===== src/rtl/centroid_tracker_if.sv =====
// Pixel-stream and centroid-result bundle between the filter stage, the
// centroid tracker and the lightboard drawing logic.
interface centroid_tracker_if;
  logic        data_valid_in;
  logic [15:0] pixel_data_in;
  logic [10:0] hcount_in;
  logic [9:0]  vcount_in;
  logic [4:0]  thresh_r_in;
  logic [5:0]  thresh_g_in;
  logic [4:0]  thresh_b_in;
  logic        centroid_valid_out;
  logic        found_out;
  logic [10:0] x_out;
  logic [9:0]  y_out;
  logic [19:0] pixel_count_out;
  logic        busy_out;

  modport master (
    output data_valid_in, pixel_data_in, hcount_in, vcount_in,
           thresh_r_in, thresh_g_in, thresh_b_in,
    input  centroid_valid_out, found_out, x_out, y_out, pixel_count_out, busy_out
  );

  modport slave (
    input  data_valid_in, pixel_data_in, hcount_in, vcount_in,
           thresh_r_in, thresh_g_in, thresh_b_in,
    output centroid_valid_out, found_out, x_out, y_out, pixel_count_out, busy_out
  );
endinterface


===== src/rtl/centroid_tracker.sv =====
// Thresholds the RGB565 stream, accumulates bright-pixel coordinates per frame
// and serially divides the sums by the count to report the frame centroid.
module centroid_tracker #(
  parameter int H_ACTIVE   = 320,
  parameter int V_ACTIVE   = 240,
  parameter int MIN_PIXELS = 4
) (
  input logic          clk_in,
  input logic          rst_in,
  centroid_tracker_if.slave bus
);
  typedef enum logic [1:0] {ACCUM, DIV_X, DIV_Y, DONE} state_t;

  localparam logic [10:0] H_LAST = 11'(H_ACTIVE - 1);
  localparam logic [9:0]  V_LAST = 10'(V_ACTIVE - 1);

  state_t      state_reg, state_next;

  logic        in_range, bright, frame_end, start;
  logic [31:0] sum_x_reg, sum_y_reg;
  logic [19:0] cnt_reg;
  logic [31:0] sum_x_next, sum_y_next;
  logic [19:0] cnt_next;

  logic [31:0] quo_reg;
  logic [31:0] rem_reg;
  logic [31:0] sum_y_snap_reg;
  logic [19:0] cnt_snap_reg;
  logic [10:0] quo_x_reg;
  logic [4:0]  iter_reg;

  logic [32:0] rem_shift;
  logic [32:0] divisor;
  logic        quo_bit;
  logic [31:0] rem_next;
  logic [31:0] quo_next;
  logic        last_iter;
  logic        found_next;

  logic        valid_reg, found_reg;
  logic [10:0] x_reg;
  logic [9:0]  y_reg;
  logic [19:0] count_reg;

  assign in_range  = ({21'd0, bus.hcount_in} < 32'(H_ACTIVE)) &&
                     ({22'd0, bus.vcount_in} < 32'(V_ACTIVE));
  assign bright    = bus.data_valid_in && in_range &&
                     (bus.pixel_data_in[15:11] >= bus.thresh_r_in) &&
                     (bus.pixel_data_in[10:5]  >= bus.thresh_g_in) &&
                     (bus.pixel_data_in[4:0]   >= bus.thresh_b_in);
  assign frame_end = bus.data_valid_in && (bus.hcount_in == H_LAST) &&
                     (bus.vcount_in == V_LAST);
  // A frame end arriving while a division is in flight is not captured.
  assign start     = frame_end && (state_reg == ACCUM);

  assign sum_x_next = sum_x_reg + (bright ? {21'd0, bus.hcount_in} : 32'd0);
  assign sum_y_next = sum_y_reg + (bright ? {22'd0, bus.vcount_in} : 32'd0);
  assign cnt_next   = cnt_reg + (bright ? 20'd1 : 20'd0);

  always_ff @(posedge clk_in) begin
    if (rst_in || frame_end) begin
      sum_x_reg <= '0;
      sum_y_reg <= '0;
      cnt_reg   <= '0;
    end else begin
      sum_x_reg <= sum_x_next;
      sum_y_reg <= sum_y_next;
      cnt_reg   <= cnt_next;
    end
  end

  // Restoring division step: the dividend shifts out of quo_reg's MSB while
  // quotient bits shift into its LSB.
  assign rem_shift  = {rem_reg, quo_reg[31]};
  assign divisor    = {13'd0, cnt_snap_reg};
  assign quo_bit    = (rem_shift >= divisor);
  assign rem_next   = quo_bit ? 32'(rem_shift - divisor) : rem_shift[31:0];
  assign quo_next   = {quo_reg[30:0], quo_bit};
  assign last_iter  = (iter_reg == 5'd31);
  assign found_next = (cnt_snap_reg >= 20'(MIN_PIXELS));

  always_ff @(posedge clk_in) begin
    if (rst_in) begin
      state_reg <= ACCUM;
    end else begin
      state_reg <= state_next;
    end
  end

  always_comb begin
    state_next = state_reg;
    case (state_reg)
      ACCUM:   if (start) state_next = DIV_X;
      DIV_X:   if (last_iter) state_next = DIV_Y;
      DIV_Y:   if (last_iter) state_next = DONE;
      DONE:    state_next = ACCUM;
      default: state_next = ACCUM;
    endcase
  end

  always_ff @(posedge clk_in) begin
    if (rst_in) begin
      quo_reg        <= '0;
      rem_reg        <= '0;
      sum_y_snap_reg <= '0;
      cnt_snap_reg   <= '0;
      quo_x_reg      <= '0;
      iter_reg       <= '0;
    end else begin
      case (state_reg)
        ACCUM: begin
          if (start) begin
            quo_reg        <= sum_x_next;
            sum_y_snap_reg <= sum_y_next;
            cnt_snap_reg   <= cnt_next;
            rem_reg        <= '0;
            iter_reg       <= '0;
          end
        end
        DIV_X: begin
          iter_reg <= iter_reg + 5'd1;
          if (last_iter) begin
            quo_x_reg <= quo_next[10:0];
            quo_reg   <= sum_y_snap_reg;
            rem_reg   <= '0;
          end else begin
            quo_reg <= quo_next;
            rem_reg <= rem_next;
          end
        end
        DIV_Y: begin
          iter_reg <= iter_reg + 5'd1;
          quo_reg  <= quo_next;
          rem_reg  <= rem_next;
        end
        default: ;
      endcase
    end
  end

  // Coordinates only update on a valid detection; a low count keeps the last centroid.
  always_ff @(posedge clk_in) begin
    if (rst_in) begin
      valid_reg <= 1'b0;
      found_reg <= 1'b0;
      x_reg     <= '0;
      y_reg     <= '0;
      count_reg <= '0;
    end else begin
      valid_reg <= 1'b0;
      if (state_reg == DONE) begin
        valid_reg <= 1'b1;
        found_reg <= found_next;
        count_reg <= cnt_snap_reg;
        if (found_next) begin
          x_reg <= quo_x_reg;
          y_reg <= quo_reg[9:0];
        end
      end
    end
  end

  assign bus.centroid_valid_out = valid_reg;
  assign bus.found_out          = found_reg;
  assign bus.x_out              = x_reg;
  assign bus.y_out              = y_reg;
  assign bus.pixel_count_out    = count_reg;
  assign bus.busy_out           = (state_reg != ACCUM);
endmodule


===== src/flat_wrapper.sv =====
// flat-port wrapper written by rule: the top's interface ports become plain ports
module centroid_tracker_flat 
#(
  parameter int H_ACTIVE   = 320,
  parameter int V_ACTIVE   = 240,
  parameter int MIN_PIXELS = 4
)
  (clk_in, rst_in, bus_data_valid_in, bus_pixel_data_in, bus_hcount_in, bus_vcount_in, bus_thresh_r_in, bus_thresh_g_in, bus_thresh_b_in, bus_centroid_valid_out, bus_found_out, bus_x_out, bus_y_out, bus_pixel_count_out, bus_busy_out);
  centroid_tracker_if bus_i ();
  input logic clk_in;
  input logic rst_in;
  input wire logic [$bits(bus_i.data_valid_in)-1:0] bus_data_valid_in;
  input wire logic [$bits(bus_i.pixel_data_in)-1:0] bus_pixel_data_in;
  input wire logic [$bits(bus_i.hcount_in)-1:0] bus_hcount_in;
  input wire logic [$bits(bus_i.vcount_in)-1:0] bus_vcount_in;
  input wire logic [$bits(bus_i.thresh_r_in)-1:0] bus_thresh_r_in;
  input wire logic [$bits(bus_i.thresh_g_in)-1:0] bus_thresh_g_in;
  input wire logic [$bits(bus_i.thresh_b_in)-1:0] bus_thresh_b_in;
  output wire logic [$bits(bus_i.centroid_valid_out)-1:0] bus_centroid_valid_out;
  output wire logic [$bits(bus_i.found_out)-1:0] bus_found_out;
  output wire logic [$bits(bus_i.x_out)-1:0] bus_x_out;
  output wire logic [$bits(bus_i.y_out)-1:0] bus_y_out;
  output wire logic [$bits(bus_i.pixel_count_out)-1:0] bus_pixel_count_out;
  output wire logic [$bits(bus_i.busy_out)-1:0] bus_busy_out;
  assign bus_i.data_valid_in = bus_data_valid_in;
  assign bus_i.pixel_data_in = bus_pixel_data_in;
  assign bus_i.hcount_in = bus_hcount_in;
  assign bus_i.vcount_in = bus_vcount_in;
  assign bus_i.thresh_r_in = bus_thresh_r_in;
  assign bus_i.thresh_g_in = bus_thresh_g_in;
  assign bus_i.thresh_b_in = bus_thresh_b_in;
  assign bus_centroid_valid_out = bus_i.centroid_valid_out;
  assign bus_found_out = bus_i.found_out;
  assign bus_x_out = bus_i.x_out;
  assign bus_y_out = bus_i.y_out;
  assign bus_pixel_count_out = bus_i.pixel_count_out;
  assign bus_busy_out = bus_i.busy_out;
  centroid_tracker #(.H_ACTIVE(H_ACTIVE), .V_ACTIVE(V_ACTIVE), .MIN_PIXELS(MIN_PIXELS)) u_core (.clk_in(clk_in), .rst_in(rst_in), .bus(bus_i));
endmodule

===== config.mk =====
export PLATFORM = sky130hd
export DESIGN_NAME = centroid_tracker_flat
export DESIGN_NICKNAME = d
export VERILOG_FILES = /design/src/rtl/centroid_tracker_if.sv /design/src/rtl/centroid_tracker.sv /design/src/flat_wrapper.sv
export SDC_FILE = /design/constraint.sdc
export NUM_CORES = 1
export LEC_CHECK = 0
export BUFFER_PORTS_ARGS = -buffer_cell sky130_fd_sc_hd__buf_2
export CORE_MARGIN = 4
export CORE_UTILIZATION = 40
export DETAILED_ROUTE_END_ITERATION = 10
export PLACE_DENSITY = 0.67
export SLEW_MARGIN = 20
export SYNTH_ARGS = -nofsm -noshare
export SYNTH_HDL_FRONTEND = slang
export SYNTH_SLANG_ARGS = --single-unit

===== constraint.sdc =====
create_clock -name clk_in -period 5.8 [get_ports clk_in]
set_input_delay 0.58 -clock clk_in [delete_from_list [all_inputs] [get_ports clk_in]]
set_output_delay 0.58 -clock clk_in [all_outputs]
set_load 0.05 [all_outputs]

==> qor.csv, run 1 <==
stage,metric,value,unit
layout,nets,1756,
layout,fillerInstances,3202,
critical_path,critPathArrivalTime,4.53,ns
clocking,clk_pin_slew,0.06,ns
placed_design,dp_hpwl,23300,um
synth,syn_area,13200,sq um
timing,tightest_slew,0.944,ns
global_route,overflow,0,
timing,final-setup-viol-count,0,
layout,syn2layout_area_growth,14.1,%
routing,dr.pass1.iters,6,
pwr,cellInternalPower,3060,uW
clocking,cts_buffer_depth,3,
critical_path,rrSetupSlack,2.25,ns
timing,hold_viol,0,
routing,wl,33100,um
global_route,antenna_found_initial,0,
synth,synthCells,1560,
timing,layout_worst_path_cycle_share,0.715,
pwr,pwr_density_cell,280,nW/um^2
floorplan,die_y,189,um
layout,diodes,0,
synth,yosysTopAreaCell,dfxtp_1,
synth,synth_top_area_frac,0.397,
placed_design,place.gp.congestion,0.895,
layout,final_util,0.462,
global_route,grt_pass1_vias,10850,
critical_path,cp-start-kind,primary input,
timing,rsz0062_at_grt,no,
synth,synthTopCellsByArea,"dfxtp_1, ha_1, nor2_1",
critical_path,critical_path_class,primary input to flop,
flow_run,max_cap_violations,0,
synth,synth_flop_cell,dfxtp_1,
clocking,clock_sinks,261,
timing,period_needed,4.15,ns
timing,max_freq,241,MHz
pwr,swShare,0.272,
floorplan,start_util,0.405,
floorplan,core,32500,sq um
synth,synth_edf_count,0,
clocking,cts_inserted_buffers,29,
synth,yosysWarnings,0,
synth,ys_seq_area_frac,0.397,
timing,fin_setup_tns,0,ns
timing,skew,0.0177,ns
global_route,grt_pass1_wl,54600,um
pwr,power_frac_seq,0.435,
synth,ys_ff_latch,261,
pwr,p_clk_frac,0.436,
critical_path,cp_max_fo,19,
floorplan,num_rows,66,
synth,syn_area_per_cell,8.44,sq um
critical_path,crit_required,6.18,ns
pwr,p_leak,0.00610,uW
clocking,root_buffer,clkbuf_16,
min_path,hp-class,flop to flop,
status,status,"finished, final reports clean",
floorplan,fp.dieArea,35900,sq um
routing,wire_per_inst,15.9,um
layout,drive_gt1_frac,0.110,
routing,ant_nets,0,
clocking,cts_tree,built,
global_route,track_usage,0.180,
pwr,vdd_ir_drop_max,183,uV
critical_path,endpoint_kind,flop,
synth,ys_async_sr_fraction,0,
clocking,insertion_delay,0.54,ns
pwr,power.switching,1140,uW
routing,vias,11216,
global_route,grt_max_degree,85,
clocking,holdBufCountCts,0,
clocking,cts_resized,0,
pwr,power_frac_comb,0.129,
routing,drtIter0Drc,769,
floorplan,ios,100,
synth,synth_cell_types,65,
placed_design,portBuffers,99,
timing,drv_slew,0,
clocking,h-tree-depth,1,
routing,via_per_inst,5.36,
timing,maxSlewHeadroom,0.371,
routing,drc_errors,0,
clocking,cts_setup_buffers,0,
floorplan,chipWidth,189,um
[cells in the final DEF (no fill, tap or decap), types with 16 or more instances in the layout]
cell type	instances
ha_1	66
nand3_1	58
nand4_1	18
xnor2_1	36
and2_1	29
nor2b_1	25
clkbuf_16	29
xor2_1	60
a21o_1	18
nor3_1	16
a31oi_1	20
nand2_1	155
a211oi_1	49
o21ai_0	60
and3_1	20
o211ai_1	19
buf_2	98
buf_4	19
mux2i_1	63
dfxtp_1	261
a21oi_1	75
nor2_1	199
inv_1	63
[path summary, 6_finish.rpt]
path / start / end / cells past startpoint
worst max register to register: u_core.rem_reg[19] / u_core.rem_reg[0] / 8
worst min register to register: u_core.quo_reg[21] / u_core.quo_reg[21] / 2
worst min-delay path: u_core.quo_reg[21] / u_core.quo_reg[21] / 2
worst max-delay path: bus_thresh_b_in[0] / u_core.quo_reg[30] / 23
[routing by layer]
layer | up-vias | global-route usage | wire (um)
li1 | 5605 | - | -
met1 | 5302 | 0.233 | 14800
met2 | 252 | 0.317 | 16000
met3 | 57 | 0.0254 | 1600
met4 | 0 | 0.0484 | 771
met5 | - | 0 | 0
[logic make-up (layout without fill, tap and decap cells)]
logic type | Yosys count | after routing | share of synthesized area
other | 1 | 4 | 0.000285
multiplexers | 64 | 64 | 0.0488
AO/OA/AOI/OAI | 337 | 337 | 0.168
flip-flops | 261 | 261 | 0.397
adder cells (fa/ha/maj) | 70 | 70 | 0.0682
XOR/XNOR | 96 | 96 | 0.0639
buffers and inverters | 145 | 231 | 0.0434
AND/OR/NAND/NOR | 586 | 586 | 0.210
[critical path, cell delays in order]
cell and delay (ns):
buf_2 0.10, ha_1 0.26, nand2b_1 0.09, a21oi_1 0.06, nor2b_1 0.10, o21ai_0 0.08, nand2b_1 0.07, a21oi_1 0.10
nor4_2 0.26, buf_4 0.23, and2_1 0.15, ha_1 0.19, inv_1 0.06, fa_1 0.41, nor2b_1 0.15, o21ai_0 0.13
a2111oi_0 0.46, nor2_1 0.19, a211oi_1 0.23, buf_4 0.18, nand3_1 0.13, mux2i_1 0.20, a31oi_1 0.11
[layout make-up]
class	instances	area, sq um	area share
clock buffer	36	802	0.0534
clock inverter	14	151	0.0101
inverter	64	240	0.0160
multi-input combinational	1157	7410	0.494
sequential	261	5230	0.348
tap	442	553	0.0368
timing repair buffer	117	633	0.0422
[per-stage QoR]
step / cells / power, uW / worst slack (ns) / hold slack, ns / instance area, sq um
6_report: 2091 / 4210 / 1.65 / 0.438 / 15000
5_1_grt: 2091 / 4380 / 1.34 / 0.460 / 15000
4_1_cts: 2091 / 4260 / 1.72 / 0.439 / 15000
3_5_place_dp: 2041 / 2410 / 1.17 / 0.431 / 14100
3_3_place_gp: 2041 / 2410 / 1.24 / 0.426 / 14100
2_1_floorplan: 1563 / 2240 / 1.08 / 0.416 / 13200
[power groups by stage]
stage / clock network [uW] / registers [uW] / logic, uW
after CTS: 1880 / 1830 / 549
after floorplan: 0 / 1860 / 377
after detailed placement: 0 / 1870 / 545
final: 1830 / 1830 / 545
after global placement: 0 / 1870 / 537
after global routing: 1950 / 1830 / 600
[synth_stat cells (36+ instances only)]
cell / number
clkbuf_1: 69
a211oi_1: 49
nand2_1: 155
nand3_1: 58
inv_1: 63
dfxtp_1: 261
xnor2_1: 36
a21oi_1: 75
mux2i_1: 63
ha_1: 67
o21ai_0: 61
xor2_1: 60
nor2_1: 200
Note: power is estimated with default switching activity, not from simulation.
==> inputs of run 2 (changes only) <==
--- a/config.mk
+++ b/config.mk
@@ -9,7 +9,7 @@
 export CORE_MARGIN = 4
 export CORE_UTILIZATION = 40
 export DETAILED_ROUTE_END_ITERATION = 10
-export PLACE_DENSITY = 0.67
+export PLACE_DENSITY = 0.69
 export SLEW_MARGIN = 20
 export SYNTH_ARGS = -nofsm -noshare
 export SYNTH_HDL_FRONTEND = slang
==> constraint.sdc (replaced) <==
create_clock -name clk_in -period 3.3 [get_ports clk_in]
set_input_delay 0.33 -clock clk_in [delete_from_list [all_inputs] [get_ports clk_in]]
set_output_delay 0.33 -clock clk_in [all_outputs]
set_load 0.05 [all_outputs]
==> qor.csv, run 2 (synthesis results as in run 1) <==
stage,metric,value,unit
clocking,cts_inserted_buffers,29,
global_route,grt_pass1_vias,11603,
critical_path,cp_max_fo,5,
timing,maxSlewHeadroom,0.415,
clocking,h-tree-depth,1,
routing,vias,11824,
timing,hold_viol,0,
clocking,cts_tree,built,
min_path,hp-start,rst_in,
global_route,grt_pass1_wl,58300,um
routing,wire_per_inst,16.5,um
clocking,clk_pin_slew,0.06,ns
clocking,holdBufCountCts,0,
flow_run,max_cap_violations,0,
clocking,root_buffer,clkbuf_16,
layout,drive_gt1_frac,0.235,
critical_path,crit_family,compound AO/OA/AOI/OAI gates,
global_route,globalRouteMet3Util,0.0229,
timing,tightest_slew,0.875,ns
floorplan,die_y,189,um
layout,diodes,0,
placed_design,place.gp.congestion,0.886,
layout,final_area,16900,sq um
layout,nets,1861,
critical_path,cp_slowest_stage_delay,0.44,ns
critical_path,path_cells,buf_6 > inv_4 > ha_4 > nand2b_4 > a21o_1 > a21o_1 > a21o_1 > a21o_1 > a21oi_2 > nor4_4 > buf_4 > and2_1 > ha_1 > buf_4 > nand2_1 > a211oi_1 > nor2_4 > a211oi_2 > buf_6 > xnor2_2 > o21ai_1 > a22o_1,
placed_design,placed_area,14900,sq um
critical_path,critPathLaunch,bus_pixel_data_in[5],
placed_design,dp_hpwl,24500,um
layout,syn2layout_area_growth,28.3,%
min_path,hp-class,primary input to flop,
pwr,vdd_ir_drop_max,290,uV
timing,skew,0.0124,ns
timing,holdWs,0.206,ns
layout,layout_common_cells,"dfxtp_1, nor2_1, nand2_1",
floorplan,core,32500,sq um
timing,period_needed,3.54,ns
clocking,clock_sinks,261,
critical_path,critPathSlowestCell,a211oi_1,
floorplan,num_rows,66,
global_route,grt_max_degree,78,
global_route,top_usage_layer,met2,
critical_path,critical_path_class,primary input to flop,
clocking,cts_buffer_depth,3,
layout,fillerInstances,2979,
critical_path,critPathArrivalTime,3.97,ns
pwr,p_leak,0.00680,uW
placed_design,portBuffers,99,
pwr,p_total,7380,uW
global_route,grtUsageMet2,0.350,
global_route,antenna_found_initial,0,
timing,fin_setup_tns,-6.03,ns
global_route,overflow,0,
clocking,insertion_delay,0.54,ns
timing,drv_slew,0,
critical_path,crit_top_cell,a21o_1,
floorplan,chipWidth,189,um
timing,timing.final.ws_setup,-0.237,ns
routing,drtIter0Drc,817,
critical_path,crit_required,3.74,ns
timing,max_freq,283,MHz
routing,dr.pass1.iters,5,
timing,layout_worst_path_cycle_share,1.07,
layout,final_common_cell,dfxtp_1,
floorplan,start_util,0.405,
routing,wl,36100,um
status,status,finished with violations,
timing,rsz0062_at_grt,yes,
status,violations,setup timing,
critical_path,cp-start-kind,primary input,
routing,drc_errors,0,
global_route,use_met1,0.238,
critical_path,timing.rr.start,u_core.rem_reg[20],
floorplan,fp.dieArea,35900,sq um
critical_path,endpoint_kind,flop,
routing,ant_nets,0,
critical_path,path_buf_inv,5,
pwr,pwr_density_cell,437,nW/um^2
routing,via_per_inst,5.38,
floorplan,ios,100,
timing,final-setup-viol-count,55,
global_route,track_usage,0.192,
run 2: cell count changes in the layout (fill, tap and decap cells not counted), moves of 12 or more:
| cell | change |
|---|---|
| xor2_1 | -20 |
| ha_1 | -14 |
| a211oi_1 | -12 |
| buf_6 | +12 |
| o21ai_0 | -12 |
| nand3_1 | -13 |
| a211oi_2 | +12 |
| buf_4 | +85 |
| xor2_2 | +19 |
| ha_4 | +14 |
run 2: final cells by class:
class	count	area, sq um	share of cell area
Inverter	64	245	0.0145
Clock buffer	46	870	0.0515
Tap cell	442	553	0.0328
Clock inverter	5	37.5	0.00222
Multi-Input combinational cell	1157	8340	0.494
Timing Repair Buffer	222	1620	0.0957
Sequential cell	261	5230	0.309
run 2: repair_timing:
item	CTS	global route
buffers inserted	17	8
gates cloned	2	0
resized for setup	75	80
pin swaps	55	44
endpoints found under the setup margin	80	105
run 2: routing by layer:
metal  vias up  wire, um
met5         -         0
met2       220     18500
met1      5715     15300
met3        74      1340
li1       5815         -
met4         0      1010
run 2: through the flow:
step                      cells   util  worst slack [ns]
after global placement     2124  0.459            -0.991
after floorplan            1563      -            -0.712
after CTS                  2193  0.504           -0.0933
after global routing       2197  0.519            -0.438
after detailed placement   2124  0.459             -1.06
final                      2197  0.519            -0.237
run 2: worst paths after layout:
path / depth (start not counted) / slack [ns] / end
setup / recovery: 22 / -0.24 / u_core.quo_reg[22]
hold / removal: 2 / 0.21 / u_core.bus.x_out[3]
hold reg to reg: 2 / 0.44 / u_core.quo_reg[21]
setup reg to reg: 9 / 0.21 / u_core.rem_reg[3]
run 2: power breakdown:
group | total [uW] | switching [uW] | internal, uW | leakage (uW)
sequential | 3220 | 37.3 | 3180 | 0.00210
clock | 3080 | 1280 | 1790 | 0.000438
combinational | 1070 | 740 | 335 | 0.00426
total | 7380 | 2060 | 5310 | 0.00680
